File: config.mk
export PLATFORM = sky130hd
export DESIGN_NAME = mem_stream_reader
export DESIGN_NICKNAME = d
export VERILOG_FILES = /design/src/rtl/mem_stream_reader.sv
export SDC_FILE = /design/constraint.sdc
export NUM_CORES = 1
export LEC_CHECK = 0
export CORE_MARGIN = 4
export CORE_UTILIZATION = 40
export CTS_CLUSTER_DIAMETER = 100
export DETAILED_ROUTE_END_ITERATION = 8
export PLACE_DENSITY_LB_ADDON = 0.3
export SLEW_MARGIN = 0
export SYNTH_ARGS = -nofsm -noshare
export SYNTH_HDL_FRONTEND = slang
export SYNTH_SLANG_ARGS = --single-unit
File: constraint.sdc
create_clock -name clock -period 3.75 [get_ports clock]
set_input_delay 0.9375 -clock clock [delete_from_list [all_inputs] [get_ports clock]]
set_output_delay 0.9375 -clock clock [all_outputs]
set_load 0.01 [all_outputs]
File: src/rtl/mem_stream_reader.sv
// Burst reader: streams `length` words from a synchronous RAM starting at base_addr,
// through a 3-entry output FIFO with valid/ready backpressure.
module mem_stream_reader #(
    parameter  int WIDTH = 8,
    parameter  int DEPTH = 64,
    localparam int AW    = $clog2(DEPTH)
) (
    input  logic             clock,
    input  logic             reset_n,
    input  logic             start,
    input  logic [AW-1:0]    base_addr,
    input  logic [AW:0]      length,
    output logic             busy,
    output logic             done,
    output logic [AW-1:0]    mem_rdaddress,
    output logic             mem_rden,
    input  logic [WIDTH-1:0] mem_q,
    output logic [WIDTH-1:0] out_data,
    output logic             out_valid,
    input  logic             out_ready
);

    // state | meaning
    // IDLE  | waiting for start
    // READ  | issuing RAM reads, gated by FIFO room
    // DRAIN | all reads returned, emptying the FIFO
    typedef enum logic [1:0] {
        IDLE  = 2'd0,
        READ  = 2'd1,
        DRAIN = 2'd2
    } state_t;

    localparam logic [AW:0] DEPTH_W = (AW+1)'(DEPTH);

    state_t           state, state_nx;
    logic [AW-1:0]    base_q;
    logic [AW:0]      len_q;
    logic [AW:0]      issued, issued_nx;
    logic [AW:0]      addr_sum;
    logic             inflight;
    logic             accept;
    logic             done_nx;

    logic [WIDTH-1:0] fifo_mem [3];
    logic [1:0]       rd_ptr, wr_ptr;
    logic [1:0]       fifo_count, fifo_count_nx;
    logic             push, pop;

    assign push      = inflight;
    assign out_valid = (fifo_count != 2'd0);
    assign pop       = out_valid & out_ready;
    assign out_data  = fifo_mem[rd_ptr];
    assign busy      = (state != IDLE);

    // Gating counts the word still in flight so a full FIFO can never be pushed
    assign mem_rden  = (state == READ) && (issued < len_q) &&
                       ((3'(fifo_count) + 3'(inflight)) < 3'd3);
    assign issued_nx = issued + (AW+1)'(mem_rden);

    assign addr_sum      = {1'b0, base_q} + issued;
    assign mem_rdaddress = (addr_sum >= DEPTH_W) ? AW'(addr_sum - DEPTH_W) : AW'(addr_sum);

    always_comb begin
        fifo_count_nx = fifo_count;
        case ({push, pop})
            2'b10:   fifo_count_nx = fifo_count + 2'd1;
            2'b01:   fifo_count_nx = fifo_count - 2'd1;
            default: fifo_count_nx = fifo_count;
        endcase
    end

    always_comb begin
        state_nx = state;
        accept   = 1'b0;
        done_nx  = 1'b0;
        case (state)
            IDLE: begin
                if (start) begin
                    accept   = 1'b1;
                    state_nx = (length == '0) ? DRAIN : READ;
                end
            end
            READ: begin
                // Looks at next-cycle issued/inflight so DRAIN starts as the last word lands
                if ((issued_nx == len_q) && !mem_rden)
                    state_nx = DRAIN;
            end
            DRAIN: begin
                if (fifo_count_nx == 2'd0) begin
                    done_nx  = 1'b1;
                    state_nx = IDLE;
                end
            end
            default: state_nx = IDLE;
        endcase
    end

    always_ff @(posedge clock or negedge reset_n) begin
        if (!reset_n) begin
            state    <= IDLE;
            base_q   <= '0;
            len_q    <= '0;
            issued   <= '0;
            inflight <= 1'b0;
            done     <= 1'b0;
        end else begin
            state    <= state_nx;
            done     <= done_nx;
            inflight <= mem_rden;
            if (accept) begin
                base_q <= base_addr;
                len_q  <= length;
                issued <= '0;
            end else begin
                issued <= issued_nx;
            end
        end
    end

    always_ff @(posedge clock or negedge reset_n) begin
        if (!reset_n) begin
            rd_ptr     <= 2'd0;
            wr_ptr     <= 2'd0;
            fifo_count <= 2'd0;
            for (int i = 0; i < 3; i++)
                fifo_mem[i] <= '0;
        end else begin
            fifo_count <= fifo_count_nx;
            if (push) begin
                fifo_mem[wr_ptr] <= mem_q;
                wr_ptr           <= (wr_ptr == 2'd2) ? 2'd0 : wr_ptr + 2'd1;
            end
            if (pop)
                rd_ptr <= (rd_ptr == 2'd2) ? 2'd0 : rd_ptr + 2'd1;
        end
    end

endmodule

==> key figures, run 1 <==
Run status
  – Status: complete, no violations

Global routing
  – Global-route wire length before repair: 9977 um
  – Antenna violations before repair: 0
  – Total gr overflow: 0
  – Total global-route track usage: 14.36%
  – Vias in the first global route: 2,082
  – Largest net degree at the start of global routing: 36

Synth
  – Largest area contributor in the netlist: dfrtp_1
  – Syn Std Cell Area: approximately 2900 um2
  – Syn avg cell area: 11.01 um2
  – Yosys warnings: 0
  – Seq/Total Area, Yosys: a little under half
  – Synth Net Count: 306
  – Post-synth top area share: 46.49%
  – Post-Syn Instances: 264
  – #FFs+latches synth: 54
  – Count leader, synth: dfrtp_1
  – Ys async rst share: 100.0%
  – Synth top cells by count: 54 x dfrtp_1, 30 x mux2_2, 20 x o21ai_0
  – Synth cell types: 47
  – EDFF count, synth: 0
  – Cells taking the most area after synthesis: dfrtp_1 46%, mux2_2 12%, ha_1 6.9%
  – Predominant post-synthesis flop cell: dfrtp_1

Worst hold path
  – Hold Crit Class: register to register

CTS
  – Worst-path clk slew: 0.09 ns
  – Post CTS Setup Buffer Count: 0
  – CTS tree: built
  – Resized Gates After CTS: 0
  – CTS max path bufs: 2
  – CTS root buffer: clkbuf_8
  – H-tree levels: 2
  – Clock sink total: 54
  – Hold Buf Count CTS: 0
  – Num CTS Buffers: 5
  – Worst-Skew Late Latency: between 0.2 and 0.3 ns

Floorplan
  – Core region area: 6944 um2
  – Starting Density: between 40% and 50%
  – Row cnt: 30
  – Die height: 93.24 um
  – Die Span X: 93.24 um
  – Die area: 8694 um2
  – Io pins: 43

STA
  – RSZ-0062 raised after global routing: no
  – Final critical-path required period: 3.411 ns
  – Final period utilization: 90.96%
  – Slew Limit Fails: 0
  – Fmax achieved: slightly below 0.3 GHz
  – Final setup vio count: 0
  – Relative slew slack: about half
  – Setup TNS: 0 ns
  – Final WS setup: roughly 0.34 ns
  – Worst Skew: 0.003658 ns
  – Hold Violations, Final: 0
  – Slew @ Worst Pin: 0.7713 ns

Worst setup path
  – Crit-path max FO: 9
  – Worst endpoint required time: 2.81 ns
  – Arrival time worst endpoint: 2.47 ns
  – Flop2flop setup slack: 0.48 ns
  – Max stage delay on crit path: between 0.5 and 0.6 ns
  – Critical Path Start Type: register
  – Crit path capture type: primary output
  – Crit Path Class: register to primary output
  – CP max stage cell: clkdlybuf4s50_1
  – Crit-path cells: ha_1 > a211oi_1 > nor2_1 > nor3_1 > and2_1 > clkdlybuf4s50_1

Power
  – Tot Pwr: 3.172 mW
  – Leak Pwr: 1.550 nW
  – PwrDens: 895.8 nW/um2
  – Worst VDD drop: 0.0002318 V

Detailed routing
  – Antenna viol nets, final: 0
  – Vias per inst: 5.079
  – Vias: 2,057
  – Final WL: just under 6000 um
  – Detailed Route Iter0 Violations: 118
  – DRC viols: 0
  – Drt pass-1 iters: 5
  – WL/cell: 14.61 um

Finish
  – Share of cells above drive strength 1: about 17%
  – Diodes inserted: 0
  – Synth-to-Final Area Change: 21.83%
  – # fillers: 630
  – Post-layout util: approximately half
  – Layout Nets: 350
  – Post-layout instance area: ~3500 um2

Placement
  – Post-DP HPWL: 4488 um
  – Buffers on Ports: between 40 and 50
  – Post-place instance area: 3436 um2
  – Post-place setup slack: between 0.5 and 0.6 ns
  – RD Place Congestion: 0.8545

Job
  – Max cap viols: 0
## routing by layer
layer	global-route usage (%)	share of wire [%]	vias up
li1	-	-	1014
met1	19.63	48	1008
met2	23.47	49	33
met3	2.896	2.5	2
met4	3.297	0.79	0
met5	0	0	-
## flip-flops by register name, summed over array words and instances (netlist names), 2 cells and up
name / cells
fifo_count: 2
rd_ptr: 2
base_q: 6
issued: 7
wr_ptr: 2
state: 2
fifo_mem: 24
len_q: 7
## worst paths after layout
check | cells after the start | startpoint | end
min in group asynchronous | 1 | reset_n | base_q[3]
max | 6 | issued[4] | mem_rden
max reg2reg | 12 | issued[4] | state[0]
max in group asynchronous | 2 | reset_n | inflight
min | 1 | fifo_mem[2] | fifo_mem[2]
min reg2reg | 1 | fifo_mem[2] | fifo_mem[2]
## area by class of cell
| type | instances | area (um2) | share of cell area (%) |
|---|---|---|---|
| clock buffer | 7 | 96.34 | 2.721 |
| clock inverter | 1 | 8.758 | 0.2473 |
| inverter | 17 | 63.81 | 1.802 |
| multi-input combinational | 184 | 1455 | 41.10 |
| sequential | 54 | 1351 | 38.16 |
| tap | 96 | 120.1 | 3.392 |
| timing repair buffer | 46 | 445.4 | 12.58 |
## cell families after synthesis
family / after synthesis / synth area share, %
muxes: 39 / 14.72
xor gates and xnor gates: 17 / 5.123
adders and majority gates: 17 / 7.576
AOI/OAI and AO/OA: 47 / 10.33
DFF: 54 / 46.49
and+or+nand+nor: 64 / 12.31
buffers and inverters: 26 / 3.444
## power breakdown
part           switching [mW]  internal [mW]
combinational           0.773          0.970
clock                   0.186          0.170
sequential              0.218          0.855
## placed cells by master (no fill, tap or decap), drive strengths merged, types with 2 or more instances in the layout
cell	netlist	routed
dfrtp	54	54
clkdlybuf4s50	0	41
mux2	30	30
o21ai	20	20
nand2	19	19
inv	17	17
ha	16	16
xnor2	12	12
nor2	11	11
mux2i	9	9
clkbuf	5	7
nand3	7	7
a21o	7	7
a21oi	5	5
xor2	5	5
nor2b	5	5
buf	4	5
nor3	4	4
nand4	3	3
or2	2	2
a211oi	2	2
nand2b	2	2
and3	2	2
nand3b	2	2
o311ai	2	2
o211ai	2	2
## critical path, delay by kind of cell, from the launching register on
kind                     cells  cell delay (ns)
buffers and inverters        1             0.57
AND/OR/NAND/NOR              3             0.55
flip-flops                   1             0.50
adder cells (fa/ha/maj)      1             0.33
AO/OA/AOI/OAI                1             0.23
## stage by stage
step                hold WS [ns]  cells
floorplan                 0.4792    264
global placement          0.4868    397
detailed placement        0.4919    397
CTS                       0.5163    405
global route              0.5295    405
finish                    0.5102    405
No activity file was read; power rests on OpenSTA's default activity.
==> run 2: changes to the inputs <==
--- a/config.mk
+++ b/config.mk
@@ -9,7 +9,7 @@
 export CORE_UTILIZATION = 40
 export CTS_CLUSTER_DIAMETER = 100
 export DETAILED_ROUTE_END_ITERATION = 8
-export PLACE_DENSITY_LB_ADDON = 0.3
+export PLACE_DENSITY_LB_ADDON = 0.12
 export SLEW_MARGIN = 0
 export SYNTH_ARGS = -nofsm -noshare
 export SYNTH_HDL_FRONTEND = slang
==> run 2 against run 1 <==
Effect of this change:
- critical endpoint unchanged
- critical path depth is the same
- via count fell by 0.63%
- count of clock-buffer cells in the layout decreased by 1
- non-clock buffer count rose by 1
- clock skew is 0.0040 ns higher
- clock power down 2%
- register-to-register slack hardly changed
==> key figures, run 2 (synthesized netlist as in run 1, its figures left out) <==
Run status
  – Status: complete, no violations

STA
  – Slew @ Worst Pin: 0.7824 ns
  – Fmax achieved: 0.2922 GHz
  – Relative slew slack: 47.56%
  – RSZ-0062 raised after global routing: no
  – Worst Skew: 0.007700 ns
  – Final period utilization: 91.28%
  – Hold Violations, Final: 0
  – Final critical-path required period: 3.423 ns
  – Final setup vio count: 0
  – Setup TNS: 0 ns
  – Slew Limit Fails: 0

CTS
  – CTS max path bufs: 2
  – Num CTS Buffers: 5
  – Resized Gates After CTS: 0
  – Clock sink total: between 50 and 60
  – CTS tree: built
  – H-tree levels: 2
  – Worst-Skew Late Latency: approximately 0.30 ns
  – Post CTS Setup Buffer Count: 0
  – Worst-path clk slew: 0.10 ns
  – CTS root buffer: clkbuf_8
  – Hold Buf Count CTS: 0

Global routing
  – Antenna violations before repair: 0
  – Global-route wire length before repair: between 10,000 and 15,000 um
  – Gr busiest metal: met2
  – Largest net degree at the start of global routing: 33
  – Grt met1 use: 21.89%
  – Grt met2 use: 22.33%
  – Total gr overflow: 0
  – Vias in the first global route: 2,059
  – Met3 Use GR: 2.655%
  – Total global-route track usage: 14.75%

Floorplan
  – Core region area: 6944 um2
  – Starting Density: around two fifths
  – Row cnt: 30
  – Die Span X: 93.24 um
  – Die height: between 90 and 100 um
  – Io pins: 43
  – Die area: 8694 um2

Placement
  – RD Place Congestion: 0.8890
  – Placed instance count: ~400
  – Post-place instance area: between 3000 and 4000 um2
  – Post-DP HPWL: between 4000 and 5000 um
  – Buffers on Ports: 42

Finish
  – Layout Nets: 351
  – Synth-to-Final Area Change: 21.91%
  – # fillers: 614
  – Post-layout util: ~50%
  – Number of flip-flops in the largest register: 24
  – Share of cells above drive strength 1: 17.42%
  – Commonest non-fill, non-tap cell in the layout: dfrtp_1
  – Diodes inserted: 0
  – Commonest cells after routing, fill and taps aside: 54 x dfrtp_1, 41 x clkdlybuf4s50_1, 30 x mux2_2, 20 x o21ai_0, 19 x nand2_1
  – Most flop-heavy register: fifo_mem
  – Post-layout instance area: ~3500 um2
  – Final std cells w/o fill: about 410
  – Top flop regs: fifo_mem: 24 flops, issued: 7 flops, len_q: 7 flops

Worst hold path
  – Hold Crit Class: register to register

Worst setup path
  – Worst endpoint required time: 2.81 ns
  – Crit path capture type: primary output
  – R2r startpoint: issued[4]
  – Setup crit end: mem_rden
  – CP startpoint: issued[4]
  – Flop2flop setup slack: 0.48 ns
  – Crit-path max FO: 9
  – Reg2Reg Depth: 12
  – Critical Path Start Type: register
  – Capturing point of the worst reg2reg path: state[0]
  – Crit Path Class: register to primary output
  – Arrival time worst endpoint: 2.49 ns

Detailed routing
  – Final WL: 6043 um
  – Vias per inst: approximately 5.0
  – Drt pass-1 iters: 4
  – Vias: 2,044
  – WL/cell: 14.88 um
  – DRC viols: 0
  – Antenna viol nets, final: 0
  – Detailed Route Iter0 Violations: 81

Job
  – Max cap viols: 0

Power
  – PwrDens: 895.7 nW/um2
  – Tot Pwr: 3.174 mW
  – Worst VDD drop: about 0.00032 V
  – Leak Pwr: 1.553 nW
==> run 2: cell count changes in the layout (fill, tap and decap cells not counted), sizes merged <==
cell / change
buf: +1
clkbuf: -1
clkinv: +1
==> run 2: critical path: stages (launching register included) <==
cell and delay (ns):
dfrtp_1 0.49, ha_1 0.33, a211oi_1 0.24, nor2_1 0.09, nor3_1 0.22, and2_1 0.24, clkdlybuf4s50_1 0.58
==> run 2: report_power, final <==
part	switching (mW)	total [mW]	leakage (nW)	internal (mW)
clock network	0.197	0.349	0.0514	0.153
logic	0.781	1.75	0.847	0.973
registers	0.214	1.07	0.654	0.855
total	1.19	3.17	1.55	1.98
==> run 2: routing by layer <==
| metal | up-vias | wire, um |
|---|---|---|
| met5 | - | 0 |
| met4 | 0 | 40 |
| met3 | 4 | 165 |
| met2 | 34 | 2746 |
| met1 | 992 | 3090 |
| li1 | 1014 | - |
==> run 2: final cells by class <==
class                      count  area (um2)  share of cell area (%)
timing repair buffer          47       452.9                   12.78
tap                           96       120.1                   3.390
clock inverter                 2       17.52                  0.4944
clock buffer                   6       82.58                   2.331
sequential                    54        1351                   38.14
inverter                      17       63.81                   1.801
multi-input combinational    184        1455                   41.07
==> run 2: how the worst min path moves through the flow <==
stage,start,endpoint,cells after the start
after CTS,fifo_mem[2],fifo_mem[2],1
after global routing,fifo_mem[11],fifo_mem[11],1
after detailed placement,fifo_mem[2],fifo_mem[2],1
final,fifo_mem[2],fifo_mem[2],1
after global placement,fifo_mem[2],fifo_mem[2],1
after floorplan,fifo_mem[10],fifo_mem[10],1
==> run 2: stage by stage <==
stage	hold slack (ns)	worst slack (ns)
2_1_floorplan	0.4792	0.7976
3_3_place_gp	0.4867	0.6364
3_5_place_dp	0.4932	0.5331
4_1_cts	0.5166	0.3130
5_1_grt	0.5376	0.1315
6_report	0.5143	0.3272
